## config.mk

```make
export PLATFORM = sky130hd
export DESIGN_NAME = pic_fetch_unit
export DESIGN_NICKNAME = d
export VERILOG_FILES = /design/src/rtl/pic_core_pkg.sv /design/src/rtl/pic_return_stack.sv /design/src/rtl/pic_fetch_unit.sv
export SDC_FILE = /design/constraint.sdc
export NUM_CORES = 1
export LEC_CHECK = 0
export ABC_AREA = 1
export CAP_MARGIN = 20
export CORE_MARGIN = 3
export CORE_UTILIZATION = 50
export CTS_CLUSTER_DIAMETER = 200
export CTS_CLUSTER_SIZE = 28
export DETAILED_ROUTE_END_ITERATION = 16
export PLACE_DENSITY = 0.69
export SYNTH_ARGS = -nofsm -noshare
export SYNTH_HDL_FRONTEND = slang
export SYNTH_HIERARCHICAL = 1
export SYNTH_SLANG_ARGS = --single-unit
```

## constraint.sdc

```tcl
create_clock -name clk -period 2.4 [get_ports clk]
set_clock_uncertainty 0.05 [all_clocks]
set_input_delay 0.72 -clock clk [delete_from_list [all_inputs] [get_ports clk]]
set_output_delay 0.72 -clock clk [all_outputs]
set_load 0.005 [all_outputs]
```

## src/rtl/pic_core_pkg.sv

```systemverilog
// Shared constants and types for the PIC16F1826 core front end.
package pic_core_pkg;

  localparam int              PC_WIDTH     = 11;
  localparam int              INSTR_WIDTH  = 14;
  localparam int              STACK_DEPTH  = 16;
  localparam logic [10:0]     RESET_VECTOR = 11'h000;
  localparam logic [13:0]     NOP_WORD     = 14'h0000;

  // Resolved fetch action for one clock, already priority-ordered.
  typedef enum logic [2:0] {
    FETCH_SEQ,
    FETCH_RET,
    FETCH_CALL,
    FETCH_JUMP,
    FETCH_SKIP,
    FETCH_HOLD
  } fetch_op_e;

endpackage

```

## src/rtl/pic_return_stack.sv

```systemverilog
// Circular hardware return stack: a full push overwrites the oldest entry,
// an empty pop leaves the count at zero; both raise sticky flags.
module pic_return_stack #(
  parameter int                W            = 11,
  parameter int                DEPTH        = 16,
  parameter logic [W-1:0]      RESET_VECTOR = '0
) (
  input  logic         clk,
  input  logic         rst,
  input  logic         i_push,
  input  logic         i_pop,
  input  logic [W-1:0] i_push_data,
  output logic [W-1:0] o_top,
  output logic         o_ovf,
  output logic         o_unf
);
  import pic_core_pkg::*;

  localparam int PTR_W = $clog2(DEPTH);
  localparam int CNT_W = $clog2(DEPTH + 1);

  logic [W-1:0]     r_mem [DEPTH];
  logic [PTR_W-1:0] r_ptr;
  logic [CNT_W-1:0] r_count;
  logic             r_ovf;
  logic             r_unf;
  logic [PTR_W-1:0] w_top_idx;
  logic             w_full;
  logic             w_empty;

  // r_ptr names the next free slot; once full it also names the oldest entry.
  assign w_top_idx = r_ptr - PTR_W'(1);
  assign w_full    = (r_count == CNT_W'(DEPTH));
  assign w_empty   = (r_count == '0);
  assign o_top     = w_empty ? RESET_VECTOR : r_mem[w_top_idx];
  assign o_ovf     = r_ovf;
  assign o_unf     = r_unf;

  always_ff @(posedge clk) begin
    if (i_push) begin
      r_mem[r_ptr] <= i_push_data;
    end
  end

  always_ff @(posedge clk or posedge rst) begin
    if (rst) begin
      r_ptr   <= '0;
      r_count <= '0;
      r_ovf   <= 1'b0;
      r_unf   <= 1'b0;
    end else if (i_push) begin
      r_ptr <= r_ptr + PTR_W'(1);
      if (w_full) begin
        r_ovf <= 1'b1;
      end else begin
        r_count <= r_count + CNT_W'(1);
      end
    end else if (i_pop) begin
      if (w_empty) begin
        r_unf <= 1'b1;
      end else begin
        r_ptr   <= w_top_idx;
        r_count <= r_count - CNT_W'(1);
      end
    end
  end

endmodule

```

## src/rtl/pic_fetch_unit.sv

```systemverilog
// Fetch stage: program counter, ROM addressing, instruction register and
// redirect handling (GOTO/CALL/RETURN/skip) with a one-bubble penalty.
module pic_fetch_unit #(
  parameter int                       PC_WIDTH     = pic_core_pkg::PC_WIDTH,
  parameter int                       INSTR_WIDTH  = pic_core_pkg::INSTR_WIDTH,
  parameter int                       STACK_DEPTH  = pic_core_pkg::STACK_DEPTH,
  parameter logic [PC_WIDTH-1:0]      RESET_VECTOR = pic_core_pkg::RESET_VECTOR
) (
  input  logic                   clk,
  input  logic                   rst,
  output logic [PC_WIDTH-1:0]    rom_addr,
  input  logic [INSTR_WIDTH-1:0] rom_data,
  output logic [INSTR_WIDTH-1:0] ir,
  output logic                   ir_valid,
  output logic [PC_WIDTH-1:0]    ir_pc,
  input  logic                   stall,
  input  logic                   jump_en,
  input  logic                   call_en,
  input  logic                   ret_en,
  input  logic                   skip_en,
  input  logic [PC_WIDTH-1:0]    jump_addr,
  output logic                   stk_ovf,
  output logic                   stk_unf
);
  import pic_core_pkg::*;

  logic [PC_WIDTH-1:0]    r_pc;
  logic [PC_WIDTH-1:0]    r_ir_pc;
  logic [INSTR_WIDTH-1:0] r_ir;
  logic                   r_ir_valid;

  logic [PC_WIDTH-1:0]    w_pc_next;
  logic [PC_WIDTH-1:0]    w_ir_pc_next;
  logic [INSTR_WIDTH-1:0] w_ir_next;
  logic                   w_ir_valid_next;
  logic [PC_WIDTH-1:0]    w_pc_inc;
  logic [PC_WIDTH-1:0]    w_stk_top;
  logic                   w_push;
  logic                   w_pop;
  fetch_op_e              w_op;

  assign w_pc_inc = r_pc + PC_WIDTH'(1);
  assign rom_addr = r_pc;
  assign ir       = r_ir;
  assign ir_valid = r_ir_valid;
  assign ir_pc    = r_ir_pc;

  always_comb begin
    if (stall)        w_op = FETCH_HOLD;
    else if (ret_en)  w_op = FETCH_RET;
    else if (call_en) w_op = FETCH_CALL;
    else if (jump_en) w_op = FETCH_JUMP;
    else if (skip_en) w_op = FETCH_SKIP;
    else              w_op = FETCH_SEQ;
  end

  // Every non-stalled cycle retires the slot at r_pc; redirects turn it into a bubble.
  always_comb begin
    w_pc_next       = r_pc;
    w_ir_next       = r_ir;
    w_ir_valid_next = r_ir_valid;
    w_ir_pc_next    = r_ir_pc;
    w_push          = 1'b0;
    w_pop           = 1'b0;
    if (w_op != FETCH_HOLD) begin
      w_ir_pc_next    = r_pc;
      w_ir_next       = INSTR_WIDTH'(NOP_WORD);
      w_ir_valid_next = 1'b0;
    end
    case (w_op)
      FETCH_SEQ: begin
        w_pc_next       = w_pc_inc;
        w_ir_next       = rom_data;
        w_ir_valid_next = 1'b1;
      end
      FETCH_RET: begin
        w_pc_next = w_stk_top;
        w_pop     = 1'b1;
      end
      FETCH_CALL: begin
        w_pc_next = jump_addr;
        w_push    = 1'b1;
      end
      FETCH_JUMP: w_pc_next = jump_addr;
      FETCH_SKIP: w_pc_next = w_pc_inc;
      default: ;
    endcase
  end

  always_ff @(posedge clk or posedge rst) begin
    if (rst) begin
      r_pc       <= RESET_VECTOR;
      r_ir       <= INSTR_WIDTH'(NOP_WORD);
      r_ir_valid <= 1'b0;
      r_ir_pc    <= RESET_VECTOR;
    end else begin
      r_pc       <= w_pc_next;
      r_ir       <= w_ir_next;
      r_ir_valid <= w_ir_valid_next;
      r_ir_pc    <= w_ir_pc_next;
    end
  end

  pic_return_stack #(
    .W            (PC_WIDTH),
    .DEPTH        (STACK_DEPTH),
    .RESET_VECTOR (RESET_VECTOR)
  ) u_stack (
    .clk         (clk),
    .rst         (rst),
    .i_push      (w_push),
    .i_pop       (w_pop),
    .i_push_data (r_pc),
    .o_top       (w_stk_top),
    .o_ovf       (stk_ovf),
    .o_unf       (stk_unf)
  );

endmodule

```

### Word level (Yosys, flattened, before mapping)

Memory sizes are Yosys's and may differ from the RTL's.
Index checks and enable logic that the tools add are counted.

| operators by class | value |
|---|---|
| reduce and logical (&&, ||, !) cells | 11 |
| bitwise gates (word level) | 1 |
| $add $sub $neg | 5 |
| mux-type cells | 22 |
| equal/unequal tests | 8 |

Operator list:

| kind | count |
|---|---|
| 11-bit one-hot mux with 3 select lines | 1 |
| 14-bit 2-to-1 mux | 2 |
| 5-bit 2-to-1 mux | 4 |
| 3-bit 2-to-1 mux | 5 |
| 4-bit 2-to-1 mux | 3 |
| 11-bit by 1-bit adder with 11-bit output, second input constant | 1 |
| 11-bit 2-to-1 mux | 1 |
| 3-bit by 2-bit equality test with 1-bit output, second input constant | 2 |
| 1-bit 2-to-1 mux | 6 |
| 3-bit AND reduction | 2 |
| 5-bit by 1-bit adder with 5-bit output, second input constant | 1 |
| 5-bit equality test, second input constant | 1 |
| 5-bit logical NOT | 1 |
| 5-bit by 1-bit subtractor with 5-bit output, second input constant | 1 |
| 4-bit by 1-bit adder with 4-bit output, second input constant | 1 |
| 2-bit AND reduction | 2 |
| 2-bit nonzero test | 2 |
| 2-bit OR reduction | 2 |
| 4-bit by 1-bit subtractor with 4-bit output, second input constant | 1 |
| 3-bit by 1-bit equality test with 1-bit output, second input constant | 1 |
| 3-bit equality test, second input constant | 1 |
| 3-bit logical NOT | 1 |
| 3-bit inequality test, second input constant | 1 |
| 3-bit nonzero test | 1 |
| other kinds (3) | 3 |

| storage, ports and cells | value |
|---|---|
| word-level logic and storage cells | 56 |
| output and inout bits | 39 |
| register bits | 48 |
| input bits | 32 |
| bits in writable memories | 176 |
| memories | 1 |

Memories:

| name | depth | width | read ports | clocked after memory_dff | write ports | RTL line | RTL |
|---|---|---|---|---|---|---|---|
| u_stack.r_mem | 16 | 11 | 1 | 0 | 1 | pic_return_stack.sv:22 | `logic [W-1:0] r_mem [DEPTH];` |

### Longest topological paths before layout

| logic depth | value |
|---|---|
| depth after elaboration | 9 |
| mapped depth | 16 |
| depth with buffers taken out | 12 |

### Modules after synthesis

Netlist, hierarchy kept.

By module, submodules not included:

| module | instances | cells each | area each (um^2) | sequential area each (um^2) |
|---|---|---|---|---|
| pic_return_stack | 1 | 694 | 8029.0 | 5560.3 |
| pic_fetch_unit | 1 | 245 | 1886.8 | 925.9 |

### Least setup slack after synthesis

Ideal clock, no wire load.

| path | value |
|---|---|
| kind | input -> register |
| start | in stall |
| end | reg u_stack.r_count[4] |
| required time | 2.285 ns |
| setup time | 0.065 ns |
| cell stages on the path | 12 |
| path buffers | 2 |
| slack | -0.036 ns |
| data arrival time | 2.321 ns |
| cell sequence | buf_6 clkinv_2 nand2_2 nor2_1 buf_2 inv_1 ha_1 nand2_1 o21ai_0 xor2_1 nand3_1 nand2_1 |

| on the way | value |
|---|---|
| longest elaborated chain between the ends | 5 |
| elaborated cells between the ends (all ways) | 10 |
| those cells by class | eq/ne: 4; mux: 4; reduce/logical: 2 |

RTL lines:

| element | RTL line | RTL |
|---|---|---|
| from (decl) | pic_fetch_unit.sv:16 | `input logic stall,` |
| 3-bit 2-to-1 mux (*) | pic_fetch_unit.sv:49 | `if (stall) w_op = FETCH_HOLD;` |
| 3-bit by 2-bit equality test with 1-bit output (*) | pic_fetch_unit.sv:70 | `case (w_op)` |
| 1-bit 2-to-1 mux (*) | pic_fetch_unit.sv:70 |  |
| net w_push | pic_fetch_unit.sv:38 | `logic w_push;` |
| 2-bit inequality test (no source line) (tied with other cells) | n/a |  |
| 3-bit AND reduction (no source line) | n/a |  |
| to (signal assigned) | pic_return_stack.sv:56 | `r_count <= r_count + CNT_W'(1);` |
| to (signal assigned) | pic_return_stack.sv:63 | `r_count <= r_count - CNT_W'(1);` |
| to (decl) | pic_return_stack.sv:24 | `logic [CNT_W-1:0] r_count;` |

Mark *: on every way through the listed nets, which the timed path passes. The rest lies on a longest branch.
A chain may end at the register's enable or synchronous reset.

### Final worst setup path

| path | value |
|---|---|
| start | reg r_pc[1] (netlist: rom_addr[1]) |
| end | out rom_addr[1] |

RTL lines:

| element | RTL line | RTL |
|---|---|---|
| from (decl) | pic_fetch_unit.sv:27 | `logic [PC_WIDTH-1:0] r_pc;` |
| from (signal assigned) | pic_fetch_unit.sv:97 | `r_pc <= w_pc_next;` |
| to (decl) | pic_fetch_unit.sv:11 | `output logic [PC_WIDTH-1:0] rom_addr,` |

No word-level cell between the ends.

==> run metrics <==
status=finished, final reports clean; Netlist Area Pre-Place=9916 sq um; Worst-path clk slew=0.11 ns; period utilization=96.39%; All-Layer GR Usage=21.87%; clk sinks=224; core area=19,080 sq um; Largest stage delay, worst path=0.55 ns; Vias/cell=5.305; Peak VDD IR=0.7359 mV; initial drt markers=761; maximum net fanout on the critical path=6; Fin. Hold Viols=0; first-pass GRT wire length=36.58 mm; CP Class=flop to output port; CTS root buf=clkbuf_16; delay-heaviest family, CP=buffers and inverters; FILL cells=1,558; Post-synth EDFFs=176; vias in the first global route=6,450; TritonCTS Buffers=11; Leak=4.606 nW; Die Span Y=146.8 um; detailed-route wire length per cell=18.10 um; total gr overflow=0; Buf+Inv Stages, Crit Path=1; CP max stage cell=clkdlybuf4s50_1; CP endpoint kind=output port; post-synthesis cell type count=36; DRC=0; Setup Viol. Count Final=0; TritonCTS clock tree=yes; Max-cap violations=0; via count=6,881; largest net degree at the start of global routing=93; ant diodes=0; DP HPWL=15.59 mm; Hold WC Path Type=flop to flop; clk_lat worst skew=0.47 ns; IO Port Bufs=70; H-tree lvl count=1; Async S/R FF share, synth=21.43%; Final nets=1,078; CP arrival=1.54 ns; Seq/Total Area, Yosys=65.41%; Placer Congestion=0.8992; Pre-antenna DRT Iters=5; Synth Flop Type=edfxtp_1; I/O pins=71; Syn Inst Count=939; placed cell count=1,282; post-synthesis register bit count=224; total routed wirelength=23.48 mm; Yosys Warn Count=6; Synth Area per Inst=10.56 sq um; post-route ant nets=0; Layout Cells excl Fill=1,297; worst-margin pin slew=0.4860 ns; startpoint class of the critical path=flop; final slew viol count=0; Cell Rows=50; fmax=432.3 MHz; Initial Util=51.97%; RSZ-0062 raised after global routing=false; layout cells sized above 1=11.38%; clock tree buffer depth=3; Hold-fix buffers, CTS=0; Layout Utilization=60.00%; Rel. slew slack=67.50%; die area=21,560 sq um; overall die width=146.8 um; Mapped Nets=981; Final Critical Period=2.313 ns; Syn-to-layout area delta=15.46%; worst path required time=1.63 ns; P per Cell Area=1270 nW/um^2; CP Cell Sequence=clkdlybuf4s50_1; initial antenna violation count=1
-- cell usage in the layout (no fill, tap or decap), drive strengths merged --
cell	instances
o22ai	2
clkbuf	14
nand3b	1
inv	59
edfxtp	176
xnor2	2
nand2	304
a21oi	38
clkinv	1
a31oi	2
nor2	61
nand4	4
dfrtp	48
or2	2
nand3	139
buf	62
ha	9
fa	1
a31o	1
clkdlybuf4s50	69
xor2	7
o21ai	35
-- metal layers --
metal	vias up	global-route usage [%]	part of all wire, %
met5	-	0	0.043
met1	3217	31.26	42
met3	34	4.195	9.2
li1	3330	-	-
met2	298	34.69	46
met4	2	6.021	2.4
-- cells in the mapped netlist (3+ instances only) --
library cell	number	area [sq um]
a21oi_1	38	190.2
buf_2	19	95.09
buf_4	4	30.03
buf_6	16	180.2
clkbuf_1	8	30.03
dfrtp_1	48	1201
edfxtp_1	176	5285
ha_1	9	112.6
inv_1	54	202.7
inv_2	3	11.26
nand2_1	300	1126
nand2_2	3	18.77
nand3_1	129	645.6
nand3_2	10	100.1
nand4_1	3	18.77
nor2_1	58	217.7
o21ai_0	26	130.1
o21ai_2	9	78.83
xor2_1	6	52.55
-- cell families (layout without fill, tap and decap cells) --
| group | count (synthesis) | in the layout | share of synthesized area [%] |
|---|---|---|---|
| AOI/OAI and AO/OA | 78 | 78 | 4.366 |
| xor gates and xnor gates | 9 | 9 | 0.9465 |
| adders and majority gates | 10 | 10 | 1.338 |
| buffers and inverters | 107 | 205 | 5.691 |
| DFF | 224 | 224 | 65.41 |
| and+or+nand+nor | 511 | 511 | 22.25 |
-- tightest hold or removal path: stages (launching register included) --
cell and delay, ns:
dfrtp_1 0.35, nand2_1 0.06, o21ai_2 0.05
-- where the power goes --
part | internal (mW) | switching, mW | total, mW
combinational | 2.52 | 4.77 | 7.30
clock | 0.850 | 1.12 | 1.96
sequential | 4.98 | 0.293 | 5.28
-- sequential cells by signal, summed over array words and instances (netlist names) --
register	flops
ir	14
ir_pc	11
ir_valid	1
rom_addr	11
u_stack/o_ovf	1
u_stack/o_unf	1
u_stack/r_count	5
u_stack/r_mem	176
u_stack/r_ptr	4
-- cell type report --
cell class | instances | area (sq um) | area share, %
Inverter | 60 | 229.0 | 2.000
Clock buffer | 14 | 286.5 | 2.503
Sequential cell | 224 | 6489 | 56.68
Tap cell | 260 | 325.3 | 2.842
Multi-Input combinational cell | 608 | 2878 | 25.14
Timing Repair Buffer | 131 | 1241 | 10.84
-- final timing paths --
check / end / startpoint / cells after the start / slack [ns]
max in group asynchronous: rom_addr[1] / rst / 3 / 1.32
min in group asynchronous: u_stack/o_unf / rst / 2 / 0.51
setup / recovery: rom_addr[1] / rom_addr[1] / 1 / 0.09
hold reg to reg: ir[4] / ir[4] / 2 / 0.43
setup reg to reg: rom_addr[5] / u_stack/r_ptr[0] / 13 / 0.17
hold / removal: ir[4] / ir[4] / 2 / 0.43
-- per-stage QoR --
step	area [sq um]	total power, mW	hold WS, ns	TNS (ns)	setup WS [ns]
6_report	11450	14.54	0.4341	0	0.08667
3_3_place_gp	11150	12.49	0.4099	-10.32	-0.2062
5_1_grt	11450	15.50	0.4581	0	0.007997
2_1_floorplan	9921	9.731	0.4081	0	0.04589
3_5_place_dp	11150	12.56	0.4146	-11.16	-0.2178
4_1_cts	11430	14.49	0.4389	0	0.06066
-- timing repair --
item | in CTS | in global routing
resized for setup | 1 | 4
buffers inserted | 0 | 1
setup endpoints to repair | 1 | 7
pin swaps | 0 | 0
(Power assumes the default switching activity.)
